$ cat src/rtl/act_buf_sched_pkg.sv
// Shared parameters for the activation double-buffer scheduler.
//   INPUT_CHANNEL_ADDR_SIZE : default activation memory address width
//                             (the MSB selects buffer 0 or buffer 1)
//   ACT_SCHED_LAYER_W       : default layer-count width
//   act_sched_state_t       : scheduler FSM state encoding
package act_buf_sched_pkg;

  localparam int INPUT_CHANNEL_ADDR_SIZE = 10;
  localparam int ACT_SCHED_LAYER_W       = 8;

  typedef enum logic [2:0] {
    S_IDLE      = 3'd0,
    S_WAIT_LOAD = 3'd1,
    S_START     = 3'd2,
    S_RUN       = 3'd3,
    S_SWAP      = 3'd4,
    S_DONE      = 3'd5
  } act_sched_state_t;

endpackage

$ cat src/rtl/act_buf_sched.sv
// act_buf_sched: ping-pong activation buffer scheduler.
// Runs a configured number of layers on an external engine. Each layer reads
// its input from one half of the activation memory and writes its output into
// the other half; the halves swap after every layer, so the final result ends
// up in the half reported on result_buf.
//
// Ports:
//   clk, reset            : rising-edge clock, synchronous active-high reset
//   cfg_valid/cfg_ready   : config handshake (accepted only in IDLE)
//   cfg_n_layers          : number of layers to run (0 finishes immediately)
//   cfg_in_base/out_base  : offsets inside a buffer half
//   load_done             : first input has been written into buffer 0
//   layer_start           : one-cycle pulse, engine may begin a layer
//   layer_done            : engine finished the current layer
//   input/output_memory_pointer : {buffer select, offset} for the engine
//   abort                 : drop the job and return to IDLE without done
//   busy, done, layer_idx, result_buf, host_acc_ok : status
//   state_dbg             : registered FSM state for observation
//
// Handshake: a config transfer happens on a rising edge where cfg_valid and
// cfg_ready are both high; cfg_ready is high only in IDLE, and cfg_valid is
// ignored in every other state.
module act_buf_sched
  import act_buf_sched_pkg::*;
#(
  parameter int ADDR_W  = INPUT_CHANNEL_ADDR_SIZE,
  parameter int LAYER_W = ACT_SCHED_LAYER_W
) (
  input  logic               clk,
  input  logic               reset,
  input  logic               cfg_valid,
  output logic               cfg_ready,
  input  logic [LAYER_W-1:0] cfg_n_layers,
  input  logic [ADDR_W-2:0]  cfg_in_base,
  input  logic [ADDR_W-2:0]  cfg_out_base,
  input  logic               load_done,
  output logic               layer_start,
  input  logic               layer_done,
  output logic [ADDR_W-1:0]  input_memory_pointer,
  output logic [ADDR_W-1:0]  output_memory_pointer,
  input  logic               abort,
  output logic               busy,
  output logic               done,
  output logic [LAYER_W-1:0] layer_idx,
  output logic               result_buf,
  output logic               host_acc_ok,
  output logic [2:0]         state_dbg
);

  act_sched_state_t   state, state_next;
  logic               in_sel;
  logic [LAYER_W-1:0] n_layers;
  logic [ADDR_W-2:0]  in_base;
  logic [ADDR_W-2:0]  out_base;
  logic               last_layer;

  // n_layers is never 0 in SWAP (a zero count goes straight to DONE), so the
  // subtraction cannot wrap there; the full LAYER_W range runs without wrap.
  assign last_layer = (layer_idx == (n_layers - LAYER_W'(1)));

  // Next-state logic; abort overrides every transition.
  always_comb begin
    state_next = state;
    case (state)
      S_IDLE: begin
        if (cfg_valid) begin
          state_next = (cfg_n_layers == '0) ? S_DONE : S_WAIT_LOAD;
        end
      end
      S_WAIT_LOAD: if (load_done)  state_next = S_START;
      S_START:                     state_next = S_RUN;
      S_RUN:       if (layer_done) state_next = S_SWAP;
      S_SWAP:      state_next = last_layer ? S_DONE : S_START;
      S_DONE:                      state_next = S_IDLE;
      default:                     state_next = S_IDLE;
    endcase
    if (abort) state_next = S_IDLE;
  end

  always_ff @(posedge clk) begin
    if (reset) begin
      state      <= S_IDLE;
      in_sel     <= 1'b0;
      layer_idx  <= '0;
      result_buf <= 1'b0;
      n_layers   <= '0;
      in_base    <= '0;
      out_base   <= '0;
    end else begin
      state <= state_next;
      if (abort) begin
        // Config and result_buf are kept; only the run position is dropped.
        layer_idx <= '0;
        in_sel    <= 1'b0;
      end else begin
        case (state)
          S_IDLE: begin
            if (cfg_valid) begin
              n_layers  <= cfg_n_layers;
              in_base   <= cfg_in_base;
              out_base  <= cfg_out_base;
              layer_idx <= '0;
              in_sel    <= 1'b0;
            end
          end
          S_SWAP: begin
            in_sel <= ~in_sel;
            if (!last_layer) layer_idx <= layer_idx + LAYER_W'(1);
          end
          // in_sel already points at the half the last layer wrote.
          S_DONE: result_buf <= in_sel;
          default: ;
        endcase
      end
    end
  end

  // All status outputs decode the registered state only.
  assign cfg_ready   = (state == S_IDLE);
  assign layer_start = (state == S_START);
  assign done        = (state == S_DONE);
  assign busy        = (state != S_IDLE);
  assign host_acc_ok = (state == S_IDLE) || (state == S_WAIT_LOAD);
  assign state_dbg   = state;

  // The pointers only move in SWAP or on a config/abort, so they hold steady
  // from START through RUN.
  assign input_memory_pointer  = {in_sel, in_base};
  assign output_memory_pointer = {~in_sel, out_base};

endmodule
$ cat config.mk
export PLATFORM = sky130hd
export DESIGN_NAME = act_buf_sched
export DESIGN_NICKNAME = d
export VERILOG_FILES = /design/src/rtl/act_buf_sched_pkg.sv /design/src/rtl/act_buf_sched.sv
export SDC_FILE = /design/constraint.sdc
export NUM_CORES = 1
export LEC_CHECK = 0
export ABC_CLOCK_PERIOD_IN_PS = 5770
export BUFFER_PORTS_ARGS = -buffer_cell sky130_fd_sc_hd__buf_2
export CORE_MARGIN = 2
export CORE_UTILIZATION = 50
export DETAILED_ROUTE_END_ITERATION = 7
export HOLD_SLACK_MARGIN = 0.06
export PLACE_DENSITY = 0.81
export SYNTH_ARGS = -nofsm -noshare
export SYNTH_HDL_FRONTEND = slang
export SYNTH_SLANG_ARGS = --single-unit
$ cat constraint.sdc
create_clock -name clk -period 5.77 [get_ports clk]
set_input_delay 0.2885 -clock clk [delete_from_list [all_inputs] [get_ports clk]]
set_output_delay 0.2885 -clock clk [all_outputs]
set_load 0.05 [all_outputs]
==> results of run 1 <==
-- worst paths after layout --
check                  startpoint            to  cells after the start
hold / removal    cfg_out_base[5]   out_base[5]                      3
hold reg to reg       out_base[8]   out_base[8]                      2
setup / recovery      n_layers[0]  layer_idx[0]                      8
setup reg to reg      n_layers[0]  layer_idx[0]                      8
-- registers in the layout, indices dropped and copies added (netlist names) --
name        cells
in_base         9
out_base        9
layer_idx       8
n_layers        8
state_dbg       3
in_sel          1
result_buf      1
-- tightest hold or removal path, delay by kind of cell --
| family | cells | cell delay (ns) |
|---|---|---|
| buffers and inverters | 1 | 0.10 |
| AOI/OAI and AO/OA | 1 | 0.05 |
| and+or+nand+nor | 1 | 0.04 |
-- cell usage in the layout, fill, tap and decap left out, drive strengths merged, types with 2 or more instances in the layout --
cell type / instances
nor4: 2
nand3: 2
buf: 69
nor2b: 4
mux2i: 2
inv: 7
clkinv: 2
o211a: 2
clkbuf: 5
o21ai: 11
a21oi: 35
xnor2: 7
nand4: 2
nor3b: 4
ha: 2
xor2: 3
or4: 3
dfxtp: 39
nand2: 64
nor2: 11
nor3: 3
or3: 8
o31ai: 2
-- layout make-up --
cell class | count | area [µm²]
clock buffers | 5 | 68.8
clock inverters | 3 | 43.8
fillers | 370 | 1290
inverters | 7 | 26.3
multi-input cells | 182 | 1010
flip-flops and latches | 39 | 781
well taps | 48 | 60.1
repair buffers | 69 | 348
-- per-stage QoR --
| stage | total power [mW] | hold slack [ns] | setup slack (ns) | util [%] | std cells |
|---|---|---|---|---|---|
| final | 0.607 | 0.233 | 3.16 | 64.4 | 353 |
| after global routing | 0.635 | 0.217 | 2.99 | 64.4 | 353 |
| after CTS | 0.614 | 0.221 | 3.17 | 64.4 | 353 |
| after detailed placement | 0.389 | 0.446 | 3.19 | 61.3 | 345 |
| after global placement | 0.387 | 0.439 | 3.29 | 61.3 | 345 |
| after floorplan | 0.362 | 0.424 | 2.89 | - | 243 |
-- power breakdown --
part           switching (mW)  internal, mW  total (mW)
clock                  0.0949         0.129       0.224
combinational          0.0641        0.0314      0.0955
sequential            0.00888         0.279       0.287
-- routing by layer --
layer / wire, µm / GRT usage [%] / up-vias
li1: - / - / 952
met1: 1920 / 26.4 / 850
met2: 2080 / 33.9 / 51
met3: 264 / 5.48 / 4
met4: 55 / 8.85 / 0
met5: 0 / 0 / -
-- cells by family after synthesis --
kind of cell | count (synthesis)
buffers and inverters | 22
AND/OR/NAND/NOR | 110
multiplexers | 3
flip-flops | 39
adder cells (fa/ha/maj) | 2
AO/OA/AOI/OAI | 57
XOR/XNOR | 10
==> summary.txt, run 1 <==
Clock tree
  – # hold bufs at CTS: 0
  – CTS tree: done
  – TritonCTS buffer count: 5
  – Clk sinks: 39
  – Clock latency on the worst-skew pair: 0.29 ns
  – Clock transition at path regs: 0.08 ns
  – Post-CTS Resized: 0
  – CTS root buffer: clkbuf_8
  – Bufs on Longest Clock Path: 2
  – Total setup buffers inserted after CTS: 0
  – Htree depth: 2

Setup path
  – CP Buf/Inv Count: 1
  – Critical path startpoint category: flop
  – Crit-path slowest cell: or4b_2
  – Slowest stage delay, CP: 0.60 ns
  – Critical path arrival: 2.82 ns
  – WP data required: 5.99 ns
  – Max FO, Critical Path: 16
  – Top Family by Delay on Critical Path: simple AND/OR/NAND/NOR gates
  – Reg2Reg Setup Slack: 3.16 ns
  – Critical path type: flop to flop
  – Cell Chain, Critical Path: inv_1 -> ha_1 -> nor3b_1 -> nor2_1 -> mux4_2 -> o211a_4 -> or4b_2 -> o21ai_0
  – Critical path endpoint category: flop

Yosys
  – Register area share after synthesis: 41.4%
  – XOR/XNOR Fraction of Synth Area: 4.64%
  – Synth Area in Simple Gates: 27.6%
  – Synth Register Bits: 39
  – Top-count cell post-synth: nand2_1
  – Post-Synth Adder-Cell Area: 1.33%
  – Unique masters post-synth: 42
  – Mapped Area: 0.00189 mm²
  – YS warnings: 0
  – Post-Synthesis Mean Instance Area: 7.77 µm²
  – Main flop type after synthesis: dfxtp_1
  – Syn Inst Count: 243
  – Number of synthesized flops with an enable pin: 0
  – Synth top area share: 41.4%
  – Mapped Nets: 277
  – Largest area contributor in the netlist: dfxtp_1
  – Ys async rst share: 0%
  – Synth Area in Compound Gates: 17.8%
  – Post-synth top cells: 64 x nand2_1, 39 x dfxtp_1, 35 x a21oi_1
  – Post-synthesis mux area share: 2.25%
  – Largest family of logic cells by synthesized area: simple AND/OR/NAND/NOR gates
  – Top cells by area, synth: dfxtp_1 41%, nand2_1 13%, a21oi_1 9.3%, xnor2_1 3.2%, or3_1 2.7%

Global routing
  – Initial antenna violation count: 0
  – Global route total overflow: 0
  – First-pass GRT wire length: 7.01 mm
  – All-layer global routing usage: 21.0%
  – Vias in the first global route: 1585
  – Largest net degree at the start of global routing: 29

Floorplanning
  – Die X: 65.5 µm
  – Total Die Area: 0.00428 mm²
  – Placeable Area: 0.00363 mm²
  – Starting Density: 52.0%
  – I/O Pins: 69
  – Die height: 65.5 µm
  – Row cnt: 22

Finish
  – Final instance area: 0.00234 mm²
  – Post-layout nets: 338
  – Layout cells sized above 1: 27.5%
  – Area Growth Syn to Fin: 24.0%
  – Antenna diode count: 0

Detailed routing
  – DR vias: 1857
  – Pre-antenna DRT Iters: 4
  – Routed WL: 4.32 mm
  – Remaining antenna violation count: 0
  – Wire length per cell: 12.2 µm
  – Vias per std cell: 5.26
  – Residual DRC count: 0
  – Iteration-0 DRC Markers: 80

Timing
  – Setup Viol. Count Final: 0
  – Final hold vios: 0
  – Clk_skew: 0.00421 ns
  – Tcrit/Tclk final: 45.2%
  – Fin Setup TNS: 0 ns
  – Fin. max-slew vios: 0
  – Slew @ Worst Pin: 0.504 ns
  – RSZ-0062 raised after global routing: no
  – Post-layout minimum cycle time: 2.61 ns
  – Max-slew headroom: 66.4%
  – FMAX: 0.383 GHz

Place
  – Gpl congestion: 0.833
  – # port buffers: 68
  – Placed cell area: 0.00223 mm²
  – DPL Wire Length: 3.11 mm

Power
  – Static leakage: 1.03 nW
  – Worst VDD drop: 179 µV
  – Power density over the cells: 259 mW/mm²

Job
  – Max_cap viols: 0

Outcome
  – Status: complete, no violations

Hold path
  – Worst min path class: input port to flop
Note: power is estimated with default switching activity, not from simulation.
==> run 2, diff against run 1 <==
--- a/config.mk
+++ b/config.mk
@@ -5,13 +5,14 @@
 export SDC_FILE = /design/constraint.sdc
 export NUM_CORES = 1
 export LEC_CHECK = 0
-export ABC_CLOCK_PERIOD_IN_PS = 5770
+export ABC_AREA = 1
+export ABC_CLOCK_PERIOD_IN_PS = 2500
 export BUFFER_PORTS_ARGS = -buffer_cell sky130_fd_sc_hd__buf_2
 export CORE_MARGIN = 2
 export CORE_UTILIZATION = 50
 export DETAILED_ROUTE_END_ITERATION = 7
 export HOLD_SLACK_MARGIN = 0.06
-export PLACE_DENSITY = 0.81
+export PLACE_DENSITY = 0.8
 export SYNTH_ARGS = -nofsm -noshare
 export SYNTH_HDL_FRONTEND = slang
 export SYNTH_SLANG_ARGS = --single-unit
==> constraint.sdc (replaced) <==
create_clock -name clk -period 2.5 [get_ports clk]
set_input_delay 0.125 -clock clk [delete_from_list [all_inputs] [get_ports clk]]
set_output_delay 0.125 -clock clk [all_outputs]
set_load 0.05 [all_outputs]
==> summary.txt, run 2 <==
Yosys
  – Post-Synthesis Mean Instance Area: 6.78 µm²
  – Top-count cell post-synth: nor2_1
  – Top cells by area, synth: dfxtp_1 39%, nor2_1 12%, nand2_1 8.1%, o21ai_0 8.1%, inv_1 5.9%
  – Synth top area share: 39.3%
  – Unique masters post-synth: 28
  – Post-synth top cells: 66 x nor2_1, 43 x nand2_1, 39 x dfxtp_1
  – YS warnings: 0
  – Mapped Area: 0.00199 mm²
  – Number of synthesized flops with an enable pin: 0
  – Main flop type after synthesis: dfxtp_1
  – Register area share after synthesis: 39.3%
  – Syn Inst Count: 293
  – Mapped Nets: 327
  – Synth Register Bits: 39
  – Ys async rst share: 0%
  – Largest area contributor in the netlist: dfxtp_1

Finish
  – Fin cells: 418
  – Antenna diode count: 0
  – Largest regs: in_base (9), out_base (9)
  – Layout cells sized above 1: 23.8%
  – Post-layout nets: 404
  – Commonest non-fill, non-tap cell in the layout: buf_2
  – Most frequent cells in the layout: 68 x buf_2, 66 x nor2_1, 43 x nand2_1, 39 x dfxtp_1, 32 x o21ai_0
  – Area Growth Syn to Fin: 27.8%

Detailed routing
  – Pre-antenna DRT Iters: 4
  – Residual DRC count: 0
  – Met2 wire length: 2.34 mm
  – Routed wire length on met3: 302 µm
  – Routed WL: 4.90 mm
  – Met1 WL: 2.17 mm
  – DR vias: 2058
  – Remaining antenna violation count: 0
  – Vias per std cell: 4.92
  – Highest routed layer: met4
  – Iteration-0 DRC Markers: 138
  – Wire length per cell: 11.7 µm

Global routing
  – Global route total overflow: 0
  – Vias in the first global route: 1848
  – First-pass GRT wire length: 8.10 mm
  – All-layer global routing usage: 23.7%
  – Largest net degree at the start of global routing: 34
  – Initial antenna violation count: 0

Clock tree
  – TritonCTS buffer count: 5
  – Clk sinks: 39
  – Htree depth: 2
  – Clock transition at path regs: 0.07 ns
  – Bufs on Longest Clock Path: 2
  – CTS root buffer: clkbuf_8
  – CTS tree: done
  – Clock latency on the worst-skew pair: 0.29 ns

Timing
  – Setup Viol. Count Final: 0
  – Post-layout minimum cycle time: 1.98 ns
  – Final hold vios: 0
  – Clk_skew: 0.00664 ns
  – RSZ-0062 raised after global routing: no
  – Fin. max-slew vios: 0
  – FMAX: 0.505 GHz
  – Worst hold slack: 0.0578 ns
  – Fin Setup TNS: 0 ns
  – Max-slew headroom: 41.7%
  – Slew @ Worst Pin: 0.873 ns
  – Tcrit/Tclk final: 79.2%

Floorplanning
  – Placeable Area: 0.00374 mm²
  – Die X: 67.0 µm
  – Row cnt: 22
  – Die height: 67.0 µm
  – Total Die Area: 0.00449 mm²
  – Starting Density: 53.0%
  – I/O Pins: 69

Hold path
  – Worst min path class: input port to flop

Power
  – Worst VDD drop: 413 µV
  – Power density over the cells: 565 mW/mm²
  – Static leakage: 1.20 nW

Setup path
  – Max FO, Critical Path: 10
  – WP data required: 2.67 ns
  – Critical path endpoint category: flop
  – Critical path type: flop to flop
  – Critical path arrival: 2.15 ns
  – Critical path startpoint category: flop

Place
  – DPL Wire Length: 3.44 mm
  – Gpl congestion: 0.870
  – # port buffers: 68
  – Placed cell count: 399

Job
  – Max_cap viols: 0

Outcome
  – Status: complete, no violations
[run 2: changes by cell type after synthesis, moves of 17 or more]
| cell | delta |
|---|---|
| nand3_1 | +17 |
| o21ai_0 | +26 |
| nor2_1 | +55 |
| inv_1 | +24 |
| a21oi_1 | -18 |
| nand2_1 | -21 |
[run 2: layer usage]
metal | up-vias | global-route usage (%)
met1 | 903 | 29.3
met3 | 8 | 7.09
li1 | 1084 | -
met2 | 63 | 38.5
met5 | - | 0
met4 | 0 | 8.93
[run 2: cell families after synthesis]
kind of cell    share of synthesized area, %
xor+xnor                                4.41
flops                                   39.3
buf+inv                                 9.26
compound gates                          13.0
fa+ha+maj                               1.26
simple gates                            32.7
[run 2: layout make-up]
class	instances	area [µm²]
timing repair buffer	81	468
multi-input combinational	211	1020
clock buffer	6	82.6
inverter	32	120
sequential	39	781
fill	346	1210
tap	48	60.1
clock inverter	1	5.00
[run 2: metrics by stage]
stage / util [%] / total power [mW] / worst slack [ns] / area (µm²)
floorplan: - / 0.921 / 0.352 / 1990
global placement: 62.2 / 0.993 / 0.564 / 2330
detailed placement: 62.2 / 0.998 / 0.554 / 2330
CTS: 67.8 / 1.44 / 0.528 / 2540
global route: 67.8 / 1.51 / 0.249 / 2540
finish: 67.8 / 1.43 / 0.520 / 2540
[run 2: where the power goes]
group	switching, mW	internal (mW)	total, mW
logic	0.225	0.104	0.328
clock network	0.216	0.216	0.433
registers	0.0193	0.654	0.673
total	0.461	0.973	1.43
[run 2: what timing repair did]
action                                 in CTS  in global routing
hold buffers                               12                  0
setup buffers                               0                  0
endpoints found under the hold margin      12                  0
gates resized for setup                     0                  0
[run 2: worst paths after layout]
kind	startpoint	slack [ns]	to	depth (start not counted)
worst min-delay path	cfg_in_base[0]	0.06	in_base[0]	3
worst max register to register	n_layers[0]	0.52	layer_idx[7]	15
worst min register to register	in_sel	0.51	in_sel	2
worst max-delay path	n_layers[0]	0.52	layer_idx[7]	15
[run 2: worst max-delay path, cell delays in order, from the launching register on]
cell     delay (ns)
dfxtp_1        0.37
inv_1          0.12
ha_1           0.32
inv_1          0.04
nand2_1        0.05
nand2_1        0.04
nor2_1         0.09
nand2_1        0.06
nor2_1         0.12
nand2_1        0.07
nor2_2         0.13
nand2_2        0.08
nand2_4        0.13
nand2_4        0.10
nand2_1        0.08
a21oi_1        0.06
